--- config.mk ---
export PLATFORM = sky130hd
export DESIGN_NAME = wb_port_arbiter
export DESIGN_NICKNAME = d
export VERILOG_FILES = /design/src/rtl/wb_port_arbiter_pkg.sv /design/src/rtl/wb_lu_fifo.sv /design/src/rtl/wb_port_arbiter.sv
export SDC_FILE = /design/constraint.sdc
export NUM_CORES = 1
export LEC_CHECK = 0
export BUFFER_PORTS_ARGS = -buffer_cell sky130_fd_sc_hd__buf_2
export CAP_MARGIN = 20
export CORE_AREA = 5 5 134 136
export CTS_CLUSTER_DIAMETER = 50
export DETAILED_ROUTE_END_ITERATION = 6
export DIE_AREA = 0 0 139 141
export PLACE_DENSITY = 0.75
export SYNTH_ARGS = -nofsm -noshare
export SYNTH_HDL_FRONTEND = slang
export SYNTH_SLANG_ARGS = --single-unit
--- constraint.sdc ---
create_clock -name clk -period 3.1 [get_ports clk]
set_clock_uncertainty 0.2 [all_clocks]
set_input_delay 0.93 -clock clk [delete_from_list [all_inputs] [get_ports clk]]
set_output_delay 0.93 -clock clk [all_outputs]
set_load 0.01 [all_outputs]
--- src/rtl/wb_port_arbiter_pkg.sv ---
// Shared writeback types and constants for the regfile write-port arbiter and
// the pipeline stage registers that feed it.
package wb_port_arbiter_pkg;

    localparam int WB_REG_AW = 5;
    localparam int WB_DATA_W = 32;

    typedef struct packed {
        logic [WB_REG_AW-1:0] addr;
        logic [WB_DATA_W-1:0] data;
    } wb_req_t;

    localparam logic [WB_DATA_W-1:0] DATA_INVALID     = '0;
    localparam logic [WB_REG_AW-1:0] REG_ADDR_INVALID = '0;

endpackage

--- src/rtl/wb_lu_fifo.sv ---
// Small synchronous FIFO holding long-latency writeback results. The pointers
// carry an extra wrap bit so that full and empty can be told apart.
module wb_lu_fifo #(
    parameter int WIDTH = 37,
    parameter int DEPTH = 2
) (
    input  logic                   clk,
    input  logic                   rst,
    input  logic                   push,
    input  logic [WIDTH-1:0]       push_data,
    input  logic                   pop,
    output logic [WIDTH-1:0]       head_data,
    output logic                   full,
    output logic                   empty,
    output logic [$clog2(DEPTH):0] count
);

    localparam int PTR_W = $clog2(DEPTH);

    logic [WIDTH-1:0] mem [DEPTH];
    logic [PTR_W:0]   wr_ptr;
    logic [PTR_W:0]   rd_ptr;

    assign empty     = (wr_ptr == rd_ptr);
    assign full      = (wr_ptr[PTR_W] != rd_ptr[PTR_W]) &&
                       (wr_ptr[PTR_W-1:0] == rd_ptr[PTR_W-1:0]);
    assign count     = wr_ptr - rd_ptr;
    assign head_data = mem[rd_ptr[PTR_W-1:0]];

    // NOTE: sequential state uses non-blocking (<=) so every flop samples pre-edge values.
    always_ff @(posedge clk) begin
        if (rst) begin
            wr_ptr <= '0;
            rd_ptr <= '0;
        end else begin
            if (push && !full)
                wr_ptr <= wr_ptr + (PTR_W+1)'(1);
            if (pop && !empty)
                rd_ptr <= rd_ptr + (PTR_W+1)'(1);
        end
    end

    // NOTE: storage is deliberately not reset; the pointers alone define which entries are valid.
    always_ff @(posedge clk) begin
        if (push && !full)
            mem[wr_ptr[PTR_W-1:0]] <= push_data;
    end

endmodule

--- src/rtl/wb_port_arbiter.sv ---
// Shares the single regfile write port between the in-order pipeline writeback
// and buffered long-latency results, with starvation-bounded priority.
module wb_port_arbiter
    import wb_port_arbiter_pkg::*;
#(
    parameter int ADDR_W     = 32,
    parameter int DATA_W     = 32,
    parameter int REG_AW     = 5,
    parameter int LU_DEPTH   = 2,
    parameter int STARVE_MAX = 4
) (
    input  logic              clk,
    input  logic              rst,
    input  logic              flush,
    input  logic              pipe_valid,
    output logic              pipe_ready,
    input  logic [ADDR_W-1:0] pipe_pc,
    input  logic [DATA_W-1:0] pipe_inst,
    input  logic              pipe_rw_en,
    input  logic [REG_AW-1:0] pipe_rw_addr,
    input  logic [DATA_W-1:0] pipe_rw_data,
    input  logic              lu_valid,
    output logic              lu_ready,
    input  logic [REG_AW-1:0] lu_rw_addr,
    input  logic [DATA_W-1:0] lu_rw_data,
    output logic              rf_we,
    output logic [REG_AW-1:0] rf_waddr,
    output logic [DATA_W-1:0] rf_wdata,
    output logic              commit_valid,
    output logic [ADDR_W-1:0] commit_pc,
    output logic [DATA_W-1:0] commit_inst,
    output logic              lu_pending
);

    localparam int REQ_W = REG_AW + DATA_W;
    localparam int SC_W  = $clog2(STARVE_MAX + 1);

    logic [REQ_W-1:0]           lu_head;
    logic                       lu_full;
    logic                       lu_empty;
    logic [$clog2(LU_DEPTH):0]  lu_count;
    logic                       lu_push;
    logic                       lu_grant;
    logic [SC_W-1:0]            starve_cnt;
    logic                       pipe_needs_port;
    logic                       force_lu;
    logic                       pipe_fire;
    logic                       pipe_wins;
    logic                       port_grant;
    logic [REG_AW-1:0]          win_addr;
    logic [DATA_W-1:0]          win_data;

    assign lu_ready   = !lu_full;
    assign lu_pending = (lu_count != '0);
    assign lu_push    = lu_valid && lu_ready;

    wb_lu_fifo #(
        .WIDTH (REQ_W),
        .DEPTH (LU_DEPTH)
    ) u_lu_fifo (
        .clk       (clk),
        .rst       (rst),
        .push      (lu_push),
        .push_data ({lu_rw_addr, lu_rw_data}),
        .pop       (lu_grant),
        .head_data (lu_head),
        .full      (lu_full),
        .empty     (lu_empty),
        .count     (lu_count)
    );

    assign pipe_needs_port = pipe_valid && pipe_rw_en && !flush;
    assign force_lu        = lu_pending && (lu_full || starve_cnt == SC_W'(STARVE_MAX));

    // NOTE: every always_comb output gets a default first so no path can infer a latch.
    always_comb begin
        lu_grant   = 1'b0;
        pipe_ready = 1'b1;
        if (force_lu) begin
            lu_grant   = 1'b1;
            pipe_ready = !pipe_rw_en;
        end else if (!pipe_needs_port) begin
            lu_grant   = lu_pending;
        end
    end

    assign pipe_fire  = pipe_valid && pipe_ready && !flush;
    assign pipe_wins  = pipe_fire && pipe_rw_en;
    assign port_grant = lu_grant || pipe_wins;
    assign win_addr   = lu_grant ? lu_head[DATA_W +: REG_AW] : pipe_rw_addr;
    assign win_data   = lu_grant ? lu_head[DATA_W-1:0]      : pipe_rw_data;

    // Counts cycles the buffered head lost the port; the head popping resets it.
    always_ff @(posedge clk) begin
        if (rst || lu_empty || lu_grant)
            starve_cnt <= '0;
        else if (pipe_wins && starve_cnt != SC_W'(STARVE_MAX))
            starve_cnt <= starve_cnt + SC_W'(1);
    end

    always_ff @(posedge clk) begin
        if (rst) begin
            rf_we        <= 1'b0;
            rf_waddr     <= REG_AW'(REG_ADDR_INVALID);
            rf_wdata     <= DATA_W'(DATA_INVALID);
            commit_valid <= 1'b0;
            commit_pc    <= '0;
            commit_inst  <= '0;
        end else begin
            rf_we        <= port_grant && (win_addr != '0);
            commit_valid <= pipe_fire;
            if (port_grant) begin
                rf_waddr <= win_addr;
                rf_wdata <= win_data;
            end
            if (pipe_fire) begin
                commit_pc   <= pipe_pc;
                commit_inst <= pipe_inst;
            end
        end
    end

endmodule

==> flow_metrics.py <==
metrics = {
    "global_route": {
        "grt_busiest_layer": "met2",
        "gr-usage-all-layers_pct": 18.5,
        "grt_pass1_wl_mm": 29.1,
        "grt_use_met1_pct": 22.6,
        "grt_max_degree": 130,
        "met3_usage_pct": 8.11,
        "grt_use_met2_pct": 30.2,
        "antenna_found_initial": 1,
        "grt-ovfl-total": 0,
        "grt_pass1_vias": 5674,
    },
    "cts": {
        "clk_pin_slew_ps": 70,
        "htree_levels": 4,
        "post_cts_resize_count": 0,
        "insertion_delay_ps": 420,
        "cts.sinks": 185,
        "cts_made_buffers": 17,
        "clock_path_buffers": 2,
        "cts_hold_buf": 0,
        "root_buffer": "clkbuf_16",
        "cts_tree": "built",
        "post_cts_buffers": 0,
    },
    "job": {
        "max_cap_viol_count": 0,
    },
    "yosys": {
        "synth.most_common_cell": "nand2_1",
        "synth-seq-cells": 185,
        "synth.area.top_cells": "dfxtp_1, edfxtp_1, mux2i_1",
        "synth_edf_count": 74,
        "synth_top_flop_cell": "dfxtp_1",
        "yosysSeqAreaShare_pct": 60.8,
        "syn-num-nets": 813,
        "synth_commonest_cells": "nand2_1, dfxtp_1, edfxtp_1",
        "synth_largest_area_cell": "dfxtp_1",
        "yosysWarnings": 0,
        "netlist_instances": 667,
        "avgSynthCellArea_um2": 11.0,
        "netlist.area_leader.share_pct": 30.4,
        "synth_cell_types": 36,
        "async_flop_share_pct": 0,
        "syn_area_um2": 7310,
    },
    "detailed_routing": {
        "drtIter0Drc": 377,
        "vias": 5809,
        "firstDrtPassIters": 5,
        "wl_per_cell_um": 16.3,
        "via_per_inst": 5.11,
        "postRouteWirelength_mm": 18.6,
        "route.detailed.drc": 0,
        "postRouteAntennaNets": 0,
    },
    "critical_path": {
        "end_kind": "output port",
        "ff2ff_setup_slack_ps": 800,
        "cp.required_ps": 1970,
        "crit_family": "flip-flops",
        "worst_path_largest_cell_delay_ps": 470,
        "crit_chain": "xor2_2 > mux2i_2 > nand2_1 > buf_2",
        "crit_buf_inv": 1,
        "r2r_end": "u_lu_fifo.rd_ptr[1]$_SDFFE_PP0P_",
        "arrival_ps": 1760,
        "crit_path_top_delay_cell": "dfxtp_1",
        "timing.rr.start": "u_lu_fifo.rd_ptr[1]$_SDFFE_PP0P_",
        "critical_path_class": "reg -> out",
        "path_max_fanout": 5,
        "start_kind": "register",
        "worstRegToRegCells": 6,
    },
    "timing": {
        "tightest_slew_ps": 579,
        "setup_viol": 0,
        "fin_crit_ps": 2890,
        "finalCritPeriodShare_pct": 93.1,
        "maxSlewHeadroom_pct": 61.2,
        "hold_violations": 0,
        "setup_tns_ps": 0,
        "rsz0062_at_grt": "no",
        "finalWorstSetupSlack_ps": 212,
        "report.final.slew_viol_count": 0,
        "fmax_mhz": 346,
    },
    "pwr": {
        "peakVddDrop_v": 0.000484,
        "cellPowerDensity_nw_per_um2": 802,
        "leakage_nw": 3.95,
    },
    "die": {
        "core_um2": 16800,
        "die_h_um": 141,
        "start_util_pct": 43.5,
        "row_count": 48,
        "die_area_um2": 19600,
        "chipWidth_um": 139,
        "io_pins": 250,
    },
    "min_path": {
        "whs_endpoint": "rf_wdata[22]$_SDFFE_PP0P_",
        "min_path_type": "reg -> reg",
        "holdPathStages": 2,
        "hold_start": "rf_wdata[22]$_SDFFE_PP0P_",
    },
    "cells_and_area": {
        "syn_to_final_growth_pct": 28.5,
        "num_antenna_cells": 0,
        "nFillCells": 1475,
        "regArea_um2": 4450,
        "multiInputGateArea_um2": 2650,
        "layout-drive-gt1-share_pct": 34.2,
        "num-nets-final": 1045,
    },
    "placement": {
        "dp_slack_ps": 451,
        "port_buffers": 249,
        "place_hpwl_mm": 12.9,
        "routabilityCongestion": 0.786,
    },
    "outcome": {
        "outcome": "finished clean",
    },
}
how the worst max path moves through the flow:
stage | start | cells past startpoint | slack (ps) | endpoint
after floorplan | lu_valid | 2 | 440 | u_lu_fifo.mem[0][0]$_DFFE_PP_
after global placement | pipe_rw_en | 6 | 470 | rf_wdata[0]$_SDFFE_PP0P_
after detailed placement | pipe_rw_en | 6 | 450 | rf_wdata[4]$_SDFFE_PP0P_
after CTS | u_lu_fifo.wr_ptr[0]$_SDFFE_PP0P_ | 4 | 80 | pipe_ready
after global routing | u_lu_fifo.wr_ptr[0]$_SDFFE_PP0P_ | 4 | 100 | pipe_ready
final | u_lu_fifo.wr_ptr[0]$_SDFFE_PP0P_ | 4 | 210 | pipe_ready
layout by cell type, fill, tap and decap left out, types with 2 or more instances in the layout:
cell type	n
buf_2	249
inv_1	4
xor2_1	3
clkinv_4	2
buf_4	10
clkinv_2	4
clkinvlp_4	3
mux2_2	2
mux2i_1	68
buf_12	6
o31ai_1	32
clkinv_1	3
nand2b_1	2
a31o_2	5
clkbuf_16	17
inv_8	2
a2111oi_0	32
a21oi_1	39
edfxtp_1	74
nor3_1	2
o21ai_0	8
nor2_1	5
nor2b_1	33
dfxtp_1	110
or3_1	2
ha_1	2
nand2_1	169
state kept, by name (all words and copies together) (netlist names), named ones only:
| register | flops |
|---|---|
| u_lu_fifo.mem | 74 |
| commit_inst | 32 |
| commit_pc | 32 |
| rf_wdata | 32 |
| rf_waddr | 5 |
| starve_cnt | 3 |
| u_lu_fifo.rd_ptr | 2 |
| u_lu_fifo.wr_ptr | 2 |
| commit_valid | 1 |
| rf_we | 1 |
power by group:
group / internal, mW / switching, mW
combinational: 0.876 / 1.42
clock: 1.11 / 0.917
sequential: 3.01 / 0.200
total: 5.00 / 2.54
layer usage:
layer | vias up | share of wire (%)
met5 | - | 0.070
met4 | 2 | 0.92
met3 | 16 | 11
met2 | 260 | 47
met1 | 2707 | 41
li1 | 2824 | -
cell type report:
type | instances | area share [%]
sequential | 185 | 47.3
multi-input combinational | 423 | 28.2
timing repair buffer | 265 | 15.3
clock buffer | 18 | 4.57
tap | 225 | 3.00
clock inverter | 14 | 1.32
inverter | 7 | 0.293
cells by family after synthesis:
kind of cell / after synthesis / share of synthesized area (%)
AOI/OAI and AO/OA: 121 / 11.4
muxes: 71 / 9.76
buffers and inverters: 59 / 3.71
DFF: 185 / 60.8
adders and majority gates: 2 / 0.342
and+or+nand+nor: 224 / 13.2
xor gates and xnor gates: 5 / 0.702
tightest hold or removal path, delay by kind of cell (launching register included):
kind	cells	cell delay (ps)
DFF	1	320
and+or+nand+nor	1	50
AOI/OAI and AO/OA	1	50
metrics by stage:
step	hold WS [ps]	utilization, %	cell area [µm²]	cells	total power [mW]
2_1_floorplan	226	-	7310	667	4.68
3_3_place_gp	229	52.6	8840	1105	5.47
3_5_place_dp	236	52.6	8840	1105	5.55
4_1_cts	252	55.8	9390	1137	7.59
5_1_grt	270	55.9	9390	1137	7.96
6_report	248	55.9	9390	1137	7.53
(Power assumes the default switching activity.)
